==> src/rtl/timer_pkg.sv <==
// -----------------------------------------------------------------------------
// timer_pkg
// Shared types and constants for the countdown timer controller.
//   state_t   : controller states IDLE..DONE (3-bit encoding 0..4)
//   field_t   : edit field codes FLD_SEC / FLD_MIN / FLD_HR
//   *_W       : output widths of the seconds / minutes / hours registers
//   *_MAX     : wrap limits of each time field
//   inc_wrap  : increment-with-wrap helper shared by all three fields
// -----------------------------------------------------------------------------
package timer_pkg;

  typedef enum logic [2:0] {
    IDLE  = 3'd0,
    SET   = 3'd1,
    RUN   = 3'd2,
    PAUSE = 3'd3,
    DONE  = 3'd4
  } state_t;

  typedef enum logic [1:0] {
    FLD_SEC = 2'd0,
    FLD_MIN = 2'd1,
    FLD_HR  = 2'd2
  } field_t;

  localparam int unsigned SEC_W = 6;
  localparam int unsigned MIN_W = 6;
  localparam int unsigned HR_W  = 7;

  localparam logic [SEC_W-1:0] SEC_MAX = 6'd59;
  localparam logic [MIN_W-1:0] MIN_MAX = 6'd59;
  localparam logic [HR_W-1:0]  HR_MAX  = 7'd99;

  // Operates at the widest field width; narrower fields are zero-extended
  // on the way in and truncated on the way out.
  function automatic logic [HR_W-1:0] inc_wrap(input logic [HR_W-1:0] v,
                                               input logic [HR_W-1:0] max);
    return (v >= max) ? '0 : v + HR_W'(1);
  endfunction

endpackage

==> src/rtl/timer_tick_gen.sv <==
// -----------------------------------------------------------------------------
// timer_tick_gen
// Prescaler producing a one-cycle tick every FREQUENCY enabled cycles.
//   FREQUENCY : enabled i_clk cycles per tick
//   i_clk     : system clock
//   i_rst     : synchronous active-high reset
//   i_en      : count enable
//   i_clr     : synchronous clear of the partial count (wins over i_en)
//   o_tick    : high while the count sits at FREQUENCY-1 and i_en is high
// -----------------------------------------------------------------------------
module timer_tick_gen #(
  parameter int unsigned FREQUENCY = 50_000_000
) (
  input  logic i_clk,
  input  logic i_rst,
  input  logic i_en,
  input  logic i_clr,
  output logic o_tick
);

  localparam int unsigned CW = (FREQUENCY > 1) ? $clog2(FREQUENCY) : 1;
  localparam logic [CW-1:0] LAST = CW'(FREQUENCY - 1);

  logic [CW-1:0] r_cnt;
  logic          w_tick;

  // Independent of i_clr: the controller derives i_clr from its next state,
  // which itself depends on the tick.
  assign w_tick = i_en && (r_cnt == LAST);
  assign o_tick = w_tick;

  always_ff @(posedge i_clk) begin
    if (i_rst || i_clr) begin
      r_cnt <= '0;
    end else if (i_en) begin
      r_cnt <= w_tick ? '0 : r_cnt + CW'(1);
    end
  end

endmodule

==> src/rtl/timer_ctrl.sv <==
// -----------------------------------------------------------------------------
// timer_ctrl
// HH:MM:SS countdown timer controller driven by one-cycle command pulses.
// Optional macro TIMER_CTRL_RELOAD_EN adds a preset register that is captured
// on RUN entry from IDLE/SET and restored into the time when DONE is left.
//   FREQUENCY    : i_clk cycles per second
//   ALARM_SECS   : seconds spent in DONE before returning to IDLE
//   i_clk        : system clock
//   i_rst        : synchronous active-high reset
//   i_start_stop : start / pause / resume / acknowledge alarm
//   i_sel        : enter SET or advance the edit field
//   i_inc        : increment the selected field in SET
//   i_clear      : abort to IDLE and zero the time
//   o_seconds    : seconds 0..59
//   o_minutes    : minutes 0..59
//   o_hours      : hours 0..99
//   o_state      : state encoding (IDLE=0 SET=1 RUN=2 PAUSE=3 DONE=4)
//   o_field      : edit field (0 outside SET)
//   o_running    : high in RUN
//   o_alarm      : high in DONE
// Command priority: i_clear > i_start_stop > i_sel > i_inc.
// -----------------------------------------------------------------------------
module timer_ctrl
  import timer_pkg::*;
#(
  parameter logic [31:0] FREQUENCY  = 32'd50_000_000,
  parameter logic [7:0]  ALARM_SECS = 8'd10
) (
  input  logic             i_clk,
  input  logic             i_rst,
  input  logic             i_start_stop,
  input  logic             i_sel,
  input  logic             i_inc,
  input  logic             i_clear,
  output logic [SEC_W-1:0] o_seconds,
  output logic [MIN_W-1:0] o_minutes,
  output logic [HR_W-1:0]  o_hours,
  output logic [2:0]       o_state,
  output logic [1:0]       o_field,
  output logic             o_running,
  output logic             o_alarm
);

  state_t           r_state, w_next_state;
  field_t           r_field, w_field;
  logic [SEC_W-1:0] r_sec, w_sec;
  logic [MIN_W-1:0] r_min, w_min;
  logic [HR_W-1:0]  r_hr, w_hr;
  logic [7:0]       r_alarm_cnt, w_alarm_cnt;
  logic             r_running, r_alarm;

  logic             w_tick;
  logic             w_presc_en;
  logic             w_presc_clr;
  logic             w_nonzero;
  logic             w_last_sec;
  logic             w_alarm_last;

  logic [SEC_W-1:0] w_pre_sec;
  logic [MIN_W-1:0] w_pre_min;
  logic [HR_W-1:0]  w_pre_hr;

  // ---------------------------------------------------------------------------
  // 1 Hz timebase: runs in RUN and DONE, restarts on every state change.
  // ---------------------------------------------------------------------------
  assign w_presc_en  = (r_state == RUN) || (r_state == DONE);
  assign w_presc_clr = i_clear || (w_next_state != r_state);

  timer_tick_gen #(
    .FREQUENCY (FREQUENCY)
  ) u_tick (
    .i_clk  (i_clk),
    .i_rst  (i_rst),
    .i_en   (w_presc_en),
    .i_clr  (w_presc_clr),
    .o_tick (w_tick)
  );

  assign w_nonzero    = (r_sec != '0) || (r_min != '0) || (r_hr != '0);
  assign w_last_sec   = (r_sec == SEC_W'(1)) && (r_min == '0) && (r_hr == '0);
  assign w_alarm_last = ({1'b0, r_alarm_cnt} + 9'd1) >= {1'b0, ALARM_SECS};

  // ---------------------------------------------------------------------------
  // Preset register (optional)
  // ---------------------------------------------------------------------------
`ifdef TIMER_CTRL_RELOAD_EN
  logic             w_load_preset;
  logic [SEC_W-1:0] r_pre_sec;
  logic [MIN_W-1:0] r_pre_min;
  logic [HR_W-1:0]  r_pre_hr;

  assign w_load_preset = !i_clear && (w_next_state == RUN) &&
                         ((r_state == IDLE) || (r_state == SET));

  always_ff @(posedge i_clk) begin
    if (i_rst || i_clear) begin
      r_pre_sec <= '0;
      r_pre_min <= '0;
      r_pre_hr  <= '0;
    end else if (w_load_preset) begin
      r_pre_sec <= r_sec;
      r_pre_min <= r_min;
      r_pre_hr  <= r_hr;
    end
  end

  assign w_pre_sec = r_pre_sec;
  assign w_pre_min = r_pre_min;
  assign w_pre_hr  = r_pre_hr;
`else
  // Without a preset, leaving DONE restores zero, i.e. the time is unchanged.
  assign w_pre_sec = '0;
  assign w_pre_min = '0;
  assign w_pre_hr  = '0;
`endif

  // ---------------------------------------------------------------------------
  // Next-state, edit and countdown logic
  // ---------------------------------------------------------------------------
  always_comb begin
    w_next_state = r_state;
    w_field      = r_field;
    w_sec        = r_sec;
    w_min        = r_min;
    w_hr         = r_hr;
    w_alarm_cnt  = r_alarm_cnt;

    if (i_clear) begin
      w_next_state = IDLE;
      w_sec        = '0;
      w_min        = '0;
      w_hr         = '0;
    end else begin
      case (r_state)
        IDLE: begin
          if (i_start_stop) begin
            if (w_nonzero) w_next_state = RUN;
          end else if (i_sel) begin
            w_next_state = SET;
          end
        end

        SET: begin
          if (i_start_stop) begin
            w_next_state = w_nonzero ? RUN : IDLE;
          end else if (i_sel) begin
            case (r_field)
              FLD_SEC: w_field = FLD_MIN;
              FLD_MIN: w_field = FLD_HR;
              default: w_next_state = IDLE;
            endcase
          end else if (i_inc) begin
            case (r_field)
              FLD_SEC: w_sec = SEC_W'(inc_wrap(HR_W'(r_sec), HR_W'(SEC_MAX)));
              FLD_MIN: w_min = MIN_W'(inc_wrap(HR_W'(r_min), HR_W'(MIN_MAX)));
              FLD_HR:  w_hr  = inc_wrap(r_hr, HR_MAX);
              default: ;
            endcase
          end
        end

        RUN: begin
          if (i_start_stop) begin
            w_next_state = PAUSE;
          end else if (w_tick) begin
            if (r_sec != '0) begin
              w_sec = r_sec - SEC_W'(1);
            end else begin
              w_sec = SEC_MAX;
              if (r_min != '0) begin
                w_min = r_min - MIN_W'(1);
              end else begin
                w_min = MIN_MAX;
                w_hr  = r_hr - HR_W'(1);
              end
            end
            if (w_last_sec) w_next_state = DONE;
          end
        end

        PAUSE: begin
          if (i_start_stop) w_next_state = RUN;
        end

        DONE: begin
          if (i_start_stop || (w_tick && w_alarm_last)) begin
            w_next_state = IDLE;
            w_sec        = w_pre_sec;
            w_min        = w_pre_min;
            w_hr         = w_pre_hr;
          end else if (w_tick) begin
            w_alarm_cnt = r_alarm_cnt + 8'd1;
          end
        end

        default: w_next_state = IDLE;
      endcase
    end

    // The edit field and alarm count only live inside their own states.
    if (w_next_state != SET)  w_field     = FLD_SEC;
    if (w_next_state != DONE) w_alarm_cnt = '0;
  end

  // ---------------------------------------------------------------------------
  // State and datapath registers
  // ---------------------------------------------------------------------------
  always_ff @(posedge i_clk) begin
    if (i_rst) begin
      r_state     <= IDLE;
      r_field     <= FLD_SEC;
      r_sec       <= '0;
      r_min       <= '0;
      r_hr        <= '0;
      r_alarm_cnt <= '0;
      r_running   <= 1'b0;
      r_alarm     <= 1'b0;
    end else begin
      r_state     <= w_next_state;
      r_field     <= w_field;
      r_sec       <= w_sec;
      r_min       <= w_min;
      r_hr        <= w_hr;
      r_alarm_cnt <= w_alarm_cnt;
      r_running   <= (w_next_state == RUN);
      r_alarm     <= (w_next_state == DONE);
    end
  end

  assign o_seconds = r_sec;
  assign o_minutes = r_min;
  assign o_hours   = r_hr;
  assign o_state   = r_state;
  assign o_field   = r_field;
  assign o_running = r_running;
  assign o_alarm   = r_alarm;

endmodule
==> config.mk <==
export PLATFORM = sky130hd
export DESIGN_NAME = timer_ctrl
export DESIGN_NICKNAME = d
export VERILOG_FILES = /design/src/rtl/timer_pkg.sv /design/src/rtl/timer_tick_gen.sv /design/src/rtl/timer_ctrl.sv
export SDC_FILE = /design/constraint.sdc
export NUM_CORES = 1
export LEC_CHECK = 0
export ABC_AREA = 1
export CORE_MARGIN = 8
export CORE_UTILIZATION = 49
export CTS_CLUSTER_DIAMETER = 80
export DETAILED_ROUTE_END_ITERATION = 6
export GPL_TIMING_DRIVEN = 0
export PLACE_DENSITY = 0.69
export SLEW_MARGIN = 25
export SYNTH_ARGS = -nofsm -noshare
export SYNTH_HDL_FRONTEND = slang
export SYNTH_HIERARCHICAL = 1
export SYNTH_SLANG_ARGS = --single-unit
==> constraint.sdc <==
create_clock -name i_clk -period 4.8 [get_ports i_clk]
set_clock_uncertainty 0.2 [all_clocks]
set_input_delay 1.44 -clock i_clk [delete_from_list [all_inputs] [get_ports i_clk]]
set_output_delay 1.44 -clock i_clk [all_outputs]
set_load 0.02 [all_outputs]
==> flow_metrics.py, run 1 <==
metrics = {
    "outcome": {
        "status": "finished, final reports clean",
    },
    "layout": {
        "final_cells": 822,
        "fillCellCount": 786,
        "area_growth_pct": 15.2,
        "fin_nets": 731,
        "n_antenna_cell": 0,
        "layout-drive-gt1-share_pct": 8.93,
    },
    "min_path": {
        "hold_path.startpoint": "r_alarm_cnt[6]",
        "min_delay_worst_endpoint": "r_alarm_cnt[6]",
        "hp-class": "reg -> reg",
        "hold_depth": 2,
    },
    "global_routing": {
        "grt-ovfl-total": 0,
        "first_global_vias": 3767,
        "track_usage_pct": 17.4,
        "grt_max_degree": 12,
        "grt_pass1_wl_um": 16800,
        "antenna_found_initial": 0,
    },
    "synth": {
        "ys.flop_type": "dfxtp_1",
        "netlist_instances": 670,
        "synth.area.top_cells": "dfxtp_1 (29%), nand2_1 (15%), nor2_1 (10%)",
        "ys_ff_latch": 60,
        "synth_edf_count": 0,
        "synth_most_common_cell": "nand2_1",
        "ys_seq_area_share_pct": 28.9,
        "synth_top_area_share_pct": 28.9,
        "ys_async_sr_fraction_pct": 0,
        "synth.distinct_cells": 39,
        "synth_nets": 689,
        "syn_area_per_cell_um2": 6.21,
        "yosys.area.top_type": "dfxtp_1",
        "ys_top_cells_by_count": "nand2_1 (164), nor2_1 (115), inv_1 (91), dfxtp_1 (60), nand3_1 (48)",
        "yosysWarnings": 6,
        "syn_area_um2": 4160,
    },
    "power": {
        "power_density_nw_per_um2": 270,
        "vdd_ir_drop_max_mv": 0.123,
        "cellLeakagePower_uw": 0.00197,
    },
    "floorplan": {
        "core_area_um2": 8220,
        "dieArea_um2": 11700,
        "placementRows": 33,
        "die_x_um": 108,
        "num_io_pins": 32,
        "start_util_pct": 50.7,
        "die_h_um": 108,
    },
    "place": {
        "port_buffers": 31,
        "gp_congestion": 0.872,
        "hpwl_um": 7490,
        "dp_cells": 806,
    },
    "sta": {
        "fmax_mhz": 239,
        "slew_headroom_pct": 46.3,
        "finalSetupViolations": 0,
        "final.setup.tns_ps": 0,
        "layout_worst_path_cycle_share_pct": 87.2,
        "final.min_clock_period_ps": 4190,
        "rsz0062_at_grt": "no",
        "maxSlewViolCount": 0,
        "worstMarginPinSlew_ps": 800,
        "hold_viol": 0,
    },
    "critical_path": {
        "worst_ep_required_time_ps": 4860,
        "cp_max_fo": 10,
        "crit_buf_inv": 3,
        "crit_type": "reg -> reg",
        "r2r_cells": 17,
        "r2r_start": "o_state[0]",
        "cp_slowest_cell": "nor3_1",
        "cpMostUsedCell": "nand2_1",
        "cp.arrival_ps": 4250,
        "crit_family": "simple AND/OR/NAND/NOR gates",
        "crit_chain": "inv_2 -> nand3_2 -> nand2_2 -> inv_1 -> nor3_1 -> nand3_1 -> nor3_1 -> nand2_1 -> nand2_1 -> nand3_1 -> nand2_1 -> nand2_1 -> a21oi_1 -> nand2_1 -> nor2_2 -> clkinv_1 -> nor3_1",
        "critPathMaxStageDelay_ps": 700,
        "cp-start-kind": "register",
        "reg2reg_slack_ps": 610,
        "worst-path-stages": 17,
        "r2r_end": "u_tick/r_cnt[9]",
        "end_kind": "register",
    },
    "detailed_routing": {
        "wl_met1_um": 5010,
        "wire_per_inst_um": 12.2,
        "wl_met2_um": 4520,
        "ant_nets": 0,
        "drc_errors": 0,
        "vias": 4247,
        "drt-initial-drc-count": 247,
        "wl_um": 10000,
        "dr.pass1.iters": 5,
        "highest_layer": "met4",
        "post_drt_via_cell_ratio": 5.17,
        "wl_met3_um": 369,
    },
    "clock_network": {
        "max-clock-path-buffers": 2,
        "cts_inserted_buffers": 9,
        "cts_tree": "yes",
        "cts.reportedPaths.clkPinSlew_ps": 80,
        "clock_latency_ps": 340,
        "cts-root-buf": "clkbuf_8",
        "cts_setup_buffers": 0,
        "clock_sinks": 60,
        "ctsHoldBuffers": 0,
        "cts_resized": 0,
        "h-tree-depth": 3,
    },
    "job": {
        "max-cap-violations": 0,
    },
}
sequential cells by signal, indices dropped and copies added, names as in the netlist:
| register | cells |
|---|---|
| o_hours | 7 |
| o_running | 1 |
| r_alarm_cnt | 8 |
| u_tick/r_cnt | 26 |
| o_seconds | 6 |
| o_field | 2 |
| o_state | 3 |
| o_minutes | 6 |
| o_alarm | 1 |
per-layer routing:
metal | vias up | global-route usage, %
met4 | 0 | 7.04
met5 | - | 0
li1 | 2216 | -
met1 | 1937 | 22.6
met2 | 85 | 28.0
met3 | 9 | 2.68
worst reg2reg max path, stage by stage (launching register included):
cell,delay (ps)
dfxtp_1,400
inv_2,120
nand3_2,130
nand2_2,240
inv_1,190
nor3_1,700
nand3_1,150
nor3_1,160
nand2_1,140
nand2_1,80
nand3_1,90
nand2_1,160
nand2_1,90
a21oi_1,130
nand2_1,80
nor2_2,360
clkinv_1,420
nor3_1,260
worst max path at each step:
stage | endpoint | start | slack, ps
floorplan | u_tick/r_cnt[9] | i_start_stop | 1480
global placement | u_tick/r_cnt[9] | i_start_stop | 520
detailed placement | u_tick/r_cnt[9] | i_start_stop | 480
CTS | u_tick/r_cnt[9] | o_state[1] | 620
global route | u_tick/r_cnt[9] | o_state[0] | 340
finish | u_tick/r_cnt[9] | o_state[0] | 610
through the flow:
step	cell area, um^2	setup WS [ps]	hold WS [ps]	util [%]	total power (uW)
finish	4800	613	276	58.4	1300
global route	4800	340	309	58.4	1370
CTS	4800	616	277	58.4	1310
detailed placement	4600	479	266	56.0	855
global placement	4600	522	258	56.0	851
floorplan	4160	1480	243	-	763
layout by cell type, fill, tap and decap left out, types with 3 or more instances in the layout:
| cell type | count |
|---|---|
| nand2_1 | 164 |
| nor2_1 | 115 |
| inv_1 | 91 |
| dfxtp_1 | 60 |
| nand3_1 | 48 |
| o21ai_0 | 36 |
| clkdlybuf4s50_1 | 31 |
| nand4_1 | 24 |
| nor3_1 | 18 |
| a21oi_1 | 16 |
| xor2_1 | 16 |
| ha_1 | 13 |
| nand2_2 | 11 |
| nor2_2 | 11 |
| clkbuf_8 | 9 |
| xnor2_1 | 6 |
| nand3_2 | 4 |
| clkinv_2 | 4 |
| nor2_4 | 4 |
| inv_2 | 3 |
| clkbuf_1 | 3 |
| clkinvlp_4 | 3 |
layout make-up:
cell class	instances	area [um^2]	area share [%]
clock inverters	7	67.6	1.41
inverters	96	362	7.54
multi-input cells	507	2550	53.2
well taps	105	131	2.74
plain buffers	7	46.3	0.965
repair buffers	31	310	6.47
clock buffers	9	124	2.58
flip-flops and latches	60	1200	25.0
power breakdown:
part / internal, uW / switching, uW / leakage, uW / total (uW)
logic: 109 / 204 / 0.00139 / 313
registers: 512 / 21.2 / 0.000484 / 533
clock network: 237 / 214 / 0.0000910 / 451
logic make-up (layout without fill, tap and decap cells):
kind of cell	after synthesis	count (layout)	synth area share [%]
and+or+nand+nor	408	408	44.2
buffers and inverters	103	150	9.80
AOI/OAI and AO/OA	64	64	8.63
DFF	60	60	28.9
xor gates and xnor gates	22	22	4.63
adders and majority gates	13	13	3.91
(Power assumes the default switching activity.)
==> run 2: changes to the inputs <==
- CORE_UTILIZATION: 49 -> 36
- PLACE_DENSITY: 0.69 -> default
==> flow_metrics.py, run 2 (synthesis gave the netlist of run 1 again) <==
metrics = {
    "sta": {
        "final.min_clock_period_ps": 4120,
        "maxSlewViolCount": 0,
        "slew_headroom_pct": 46.5,
        "fmax_mhz": 242,
        "layout_worst_path_cycle_share_pct": 85.9,
        "rsz0062_at_grt": "no",
        "finalSetupViolations": 0,
        "worstMarginPinSlew_ps": 796,
        "holdWs_ps": 273,
        "hold_viol": 0,
        "final.setup.tns_ps": 0,
    },
    "critical_path": {
        "crit_type": "reg -> reg",
        "reg2reg_slack_ps": 680,
        "cp_slowest_cell": "nor3_1",
        "crit_buf_inv": 2,
        "worst_ep_required_time_ps": 4840,
        "end_kind": "register",
        "cpMostUsedCell": "nand2_1",
        "cp_max_fo": 10,
        "cp.arrival_ps": 4170,
        "critPathMaxStageDelay_ps": 700,
        "cp-start-kind": "register",
        "crit_family": "simple AND/OR/NAND/NOR gates",
        "crit_chain": "nand3_2 -> nand2_2 -> inv_1 -> nor3_1 -> nand3_1 -> nor3_1 -> nand2_1 -> nand2_1 -> nand3_1 -> nand2_1 -> nand2_1 -> a21oi_1 -> nand2_1 -> nor2_2 -> clkinv_1 -> nor3_1",
    },
    "layout": {
        "area_growth_pct": 20.2,
        "largest_register_ffs": 26,
        "layout-drive-gt1-share_pct": 8.79,
        "fillCellCount": 1165,
        "n_antenna_cell": 0,
        "regMostFlops": "u_tick/r_cnt",
        "mostFrequentLayoutCell": "nand2_1",
        "fin_nets": 731,
        "final_cell_mix": "nand2_1 (164), nor2_1 (115), inv_1 (91), dfxtp_1 (60), nand3_1 (48)",
    },
    "floorplan": {
        "core_area_um2": 11400,
        "dieArea_um2": 15300,
        "placementRows": 39,
        "die_x_um": 124,
        "num_io_pins": 32,
        "die_h_um": 124,
        "start_util_pct": 36.6,
    },
    "clock_network": {
        "cts.reportedPaths.clkPinSlew_ps": 50,
        "cts_inserted_buffers": 9,
        "cts_setup_buffers": 0,
        "cts_resized": 0,
        "clock_latency_ps": 320,
        "max-clock-path-buffers": 2,
        "cts_tree": "yes",
        "clock_sinks": 60,
        "ctsHoldBuffers": 0,
        "cts-root-buf": "clkbuf_16",
        "h-tree-depth": 3,
    },
    "detailed_routing": {
        "wl_met1_um": 5000,
        "drt-initial-drc-count": 369,
        "wl_um": 10400,
        "ant_nets": 0,
        "vias": 4216,
        "dr.pass1.iters": 5,
        "wire_per_inst_um": 12.1,
        "drc_errors": 0,
        "post_drt_via_cell_ratio": 4.90,
        "highest_layer": "met4",
        "wl_met3_um": 499,
        "wl_met2_um": 4730,
    },
    "place": {
        "port_buffers": 31,
        "gp_congestion": 0.883,
        "hpwl_um": 7680,
    },
    "global_routing": {
        "grt_max_degree": 11,
        "grt_pass1_wl_um": 17800,
        "first_global_vias": 3833,
        "antenna_found_initial": 0,
        "track_usage_pct": 14.3,
        "grt-ovfl-total": 0,
    },
    "power": {
        "vdd_ir_drop_max_mv": 0.134,
        "power_density_nw_per_um2": 322,
        "cellLeakagePower_uw": 0.00205,
    },
    "job": {
        "max-cap-violations": 0,
    },
    "min_path": {
        "hp-class": "reg -> reg",
    },
    "outcome": {
        "status": "finished, final reports clean",
    },
}
run 2: changes by cell type in the layout (fill, tap and decap cells not counted):
cell        previous run  this run
clkbuf_1               3         4
clkinvlp_4             3         0
clkbuf_16              0         9
clkbuf_8               9         2
clkinv_2               4         2
bufinv_16              1         3
run 2: stage by stage:
| step | power (uW) | utilization (%) | cell area [um^2] | cells | setup slack, ps |
|---|---|---|---|---|---|
| after detailed placement | 858 | 40.9 | 4650 | 844 | 493 |
| after CTS | 1630 | 44.0 | 5000 | 860 | 614 |
| after global routing | 1700 | 44.0 | 5000 | 860 | 64.9 |
| after global placement | 855 | 40.9 | 4650 | 844 | 441 |
| after floorplan | 763 | - | 4160 | 670 | 1480 |
| final | 1610 | 44.0 | 5000 | 860 | 676 |
run 2: cell type report:
class	count	area (um^2)	area share, %
plain buffers	7	46.3	0.925
clock buffers	12	256	5.13
clock inverters	4	95.1	1.90
inverters	96	362	7.23
multi-input cells	507	2550	51.0
flip-flops and latches	60	1200	24.0
well taps	143	179	3.58
repair buffers	31	310	6.20
run 2: per-layer routing:
layer	vias up	track usage (%)
met5	-	0
met1	1895	18.2
met4	0	6.17
li1	2220	-
met2	90	23.4
met3	11	2.56
run 2: report_power, final:
part / total [uW] / switching [uW] / internal [uW]
Combinational: 315 / 206 / 109
Sequential: 535 / 21.9 / 513
Clock: 762 / 227 / 534
run 2: final timing paths:
| check | from | end | cells after the start |
|---|---|---|---|
| max | o_state[1] | u_tick/r_cnt[9] | 16 |
| max reg2reg | o_state[1] | u_tick/r_cnt[9] | 16 |
| min | r_alarm_cnt[6] | r_alarm_cnt[6] | 2 |
| min reg2reg | r_alarm_cnt[6] | r_alarm_cnt[6] | 2 |
run 2: tightest hold or removal path, delay by kind of cell (launching register included):
kind | cells | cell delay [ps]
buf+inv | 1 | 70
simple gates | 1 | 40
flops | 1 | 320
==> run 3: changes to the inputs <==
- CORE_UTILIZATION: 36 -> 25
==> flow_metrics.py, run 3 (synthesis gave the netlist of run 1 again) <==
metrics = {
    "power": {
        "cellLeakagePower_uw": 0.00203,
        "finalPower_uw": 1550,
        "power_density_nw_per_um2": 306,
        "vdd_ir_drop_max_mv": 0.165,
    },
    "critical_path": {
        "cp-start-kind": "register",
        "cp.arrival_ps": 4230,
        "crit_chain": "nand3_2 -> nand2_2 -> inv_1 -> nor3_1 -> nand3_1 -> nor3_1 -> nand2_1 -> nand2_1 -> nand3_1 -> nand2_1 -> nand2_1 -> a21oi_1 -> nand2_1 -> nor2_2 -> clkinv_1 -> nor3_1",
        "worst_ep_required_time_ps": 4860,
        "cp_slowest_cell": "nor3_1",
        "cp_max_fo": 10,
        "crit_type": "reg -> reg",
        "r2r_cells": 16,
        "end_kind": "register",
        "cpMostUsedCell": "nand2_1",
        "critPathMaxStageDelay_ps": 730,
    },
    "min_path": {
        "hp-class": "reg -> reg",
        "hold_depth": 2,
    },
    "floorplan": {
        "num_io_pins": 32,
        "die_x_um": 145,
        "core_area_um2": 16400,
        "start_util_pct": 25.4,
        "dieArea_um2": 21000,
        "placementRows": 47,
        "die_h_um": 145,
    },
    "detailed_routing": {
        "drc_errors": 0,
        "ant_nets": 0,
        "dr.pass1.iters": 5,
        "wire_per_inst_um": 11.5,
        "wl_um": 10800,
        "vias": 4174,
        "post_drt_via_cell_ratio": 4.45,
        "drt-initial-drc-count": 335,
    },
    "sta": {
        "hold_viol": 0,
        "slew_headroom_pct": 42.9,
        "fmax_mhz": 240,
        "worstMarginPinSlew_ps": 850,
        "finalSetupViolations": 0,
        "rsz0062_at_grt": "no",
        "layout_worst_path_cycle_share_pct": 86.8,
        "final.min_clock_period_ps": 4170,
        "maxSlewViolCount": 0,
        "final.setup.tns_ps": 0,
    },
    "clock_network": {
        "clock_latency_ps": 340,
        "cts_setup_buffers": 0,
        "cts.reportedPaths.clkPinSlew_ps": 50,
        "max-clock-path-buffers": 2,
        "cts_inserted_buffers": 9,
        "cts_tree": "yes",
        "cts_resized": 0,
        "ctsHoldBuffers": 0,
        "cts-root-buf": "clkbuf_16",
        "h-tree-depth": 3,
        "clock_sinks": 60,
    },
    "layout": {
        "n_antenna_cell": 0,
        "mostFrequentLayoutCell": "nand2_1",
        "fin_nets": 731,
        "fin_area_um2": 5060,
        "regMostFlops": "u_tick/r_cnt",
        "area_growth_pct": 21.7,
        "final_cell_mix": "nand2_1 (164), nor2_1 (115), inv_1 (91), dfxtp_1 (60), nand3_1 (48)",
        "layout-drive-gt1-share_pct": 8.93,
        "largest_register_ffs": 26,
    },
    "global_routing": {
        "grt-ovfl-total": 0,
        "grt_max_degree": 12,
        "first_global_vias": 3920,
        "grt_pass1_wl_um": 18700,
        "antenna_found_initial": 0,
        "track_usage_pct": 10.7,
    },
    "outcome": {
        "status": "finished, final reports clean",
    },
    "place": {
        "place_area_um2": 4750,
        "hpwl_um": 8120,
        "port_buffers": 31,
        "gp_congestion": 0.830,
    },
    "job": {
        "max-cap-violations": 0,
    },
}
==> run 3: final timing paths <==
path	endpoint	startpoint	slack, ps
setup / recovery	u_tick/r_cnt[9]	o_state[1]	630
hold / removal	r_alarm_cnt[6]	r_alarm_cnt[6]	270
setup reg to reg	u_tick/r_cnt[9]	o_state[1]	630
hold reg to reg	r_alarm_cnt[6]	r_alarm_cnt[6]	270
==> run 3: metal layers <==
metal / up-vias / GRT usage (%) / wire length [um]
met4: 0 / 3.58 / 184
met2: 70 / 17.7 / 4980
met5: - / 0 / 0
met3: 13 / 3.17 / 433
met1: 1874 / 13.1 / 5200
li1: 2217 / - / -
==> run 3: per-stage QoR <==
stage / hold WS, ps / util [%] / setup WS, ps / cells
global route: 307 / 30.9 / 189 / 937
detailed placement: 260 / 28.9 / 397 / 921
global placement: 267 / 28.9 / 415 / 921
floorplan: 243 / - / 1480 / 670
finish: 266 / 30.9 / 633 / 937
CTS: 268 / 30.9 / 574 / 937
==> run 3: report_power, final <==
part	switching, uW	internal (uW)
combinational	204	109
sequential	22.1	513
clock	250	452
total	476	1070
==> run 3: area by class of cell <==
| class | count | area (um^2) |
|---|---|---|
| fillers | 1794 | 11300 |
| multi-input cells | 507 | 2550 |
| flip-flops and latches | 60 | 1200 |
| inverters | 96 | 362 |
| repair buffers | 31 | 310 |
| well taps | 220 | 275 |
| clock buffers | 9 | 225 |
| clock inverters | 7 | 91.3 |
| plain buffers | 7 | 46.3 |
==> run 3: worst max-delay path, delay by kind of cell, from the launching register on <==
| family | cells | cell delay (ps) |
|---|---|---|
| compound gates | 1 | 120 |
| buf+inv | 2 | 610 |
| flops | 1 | 460 |
| simple gates | 13 | 2690 |
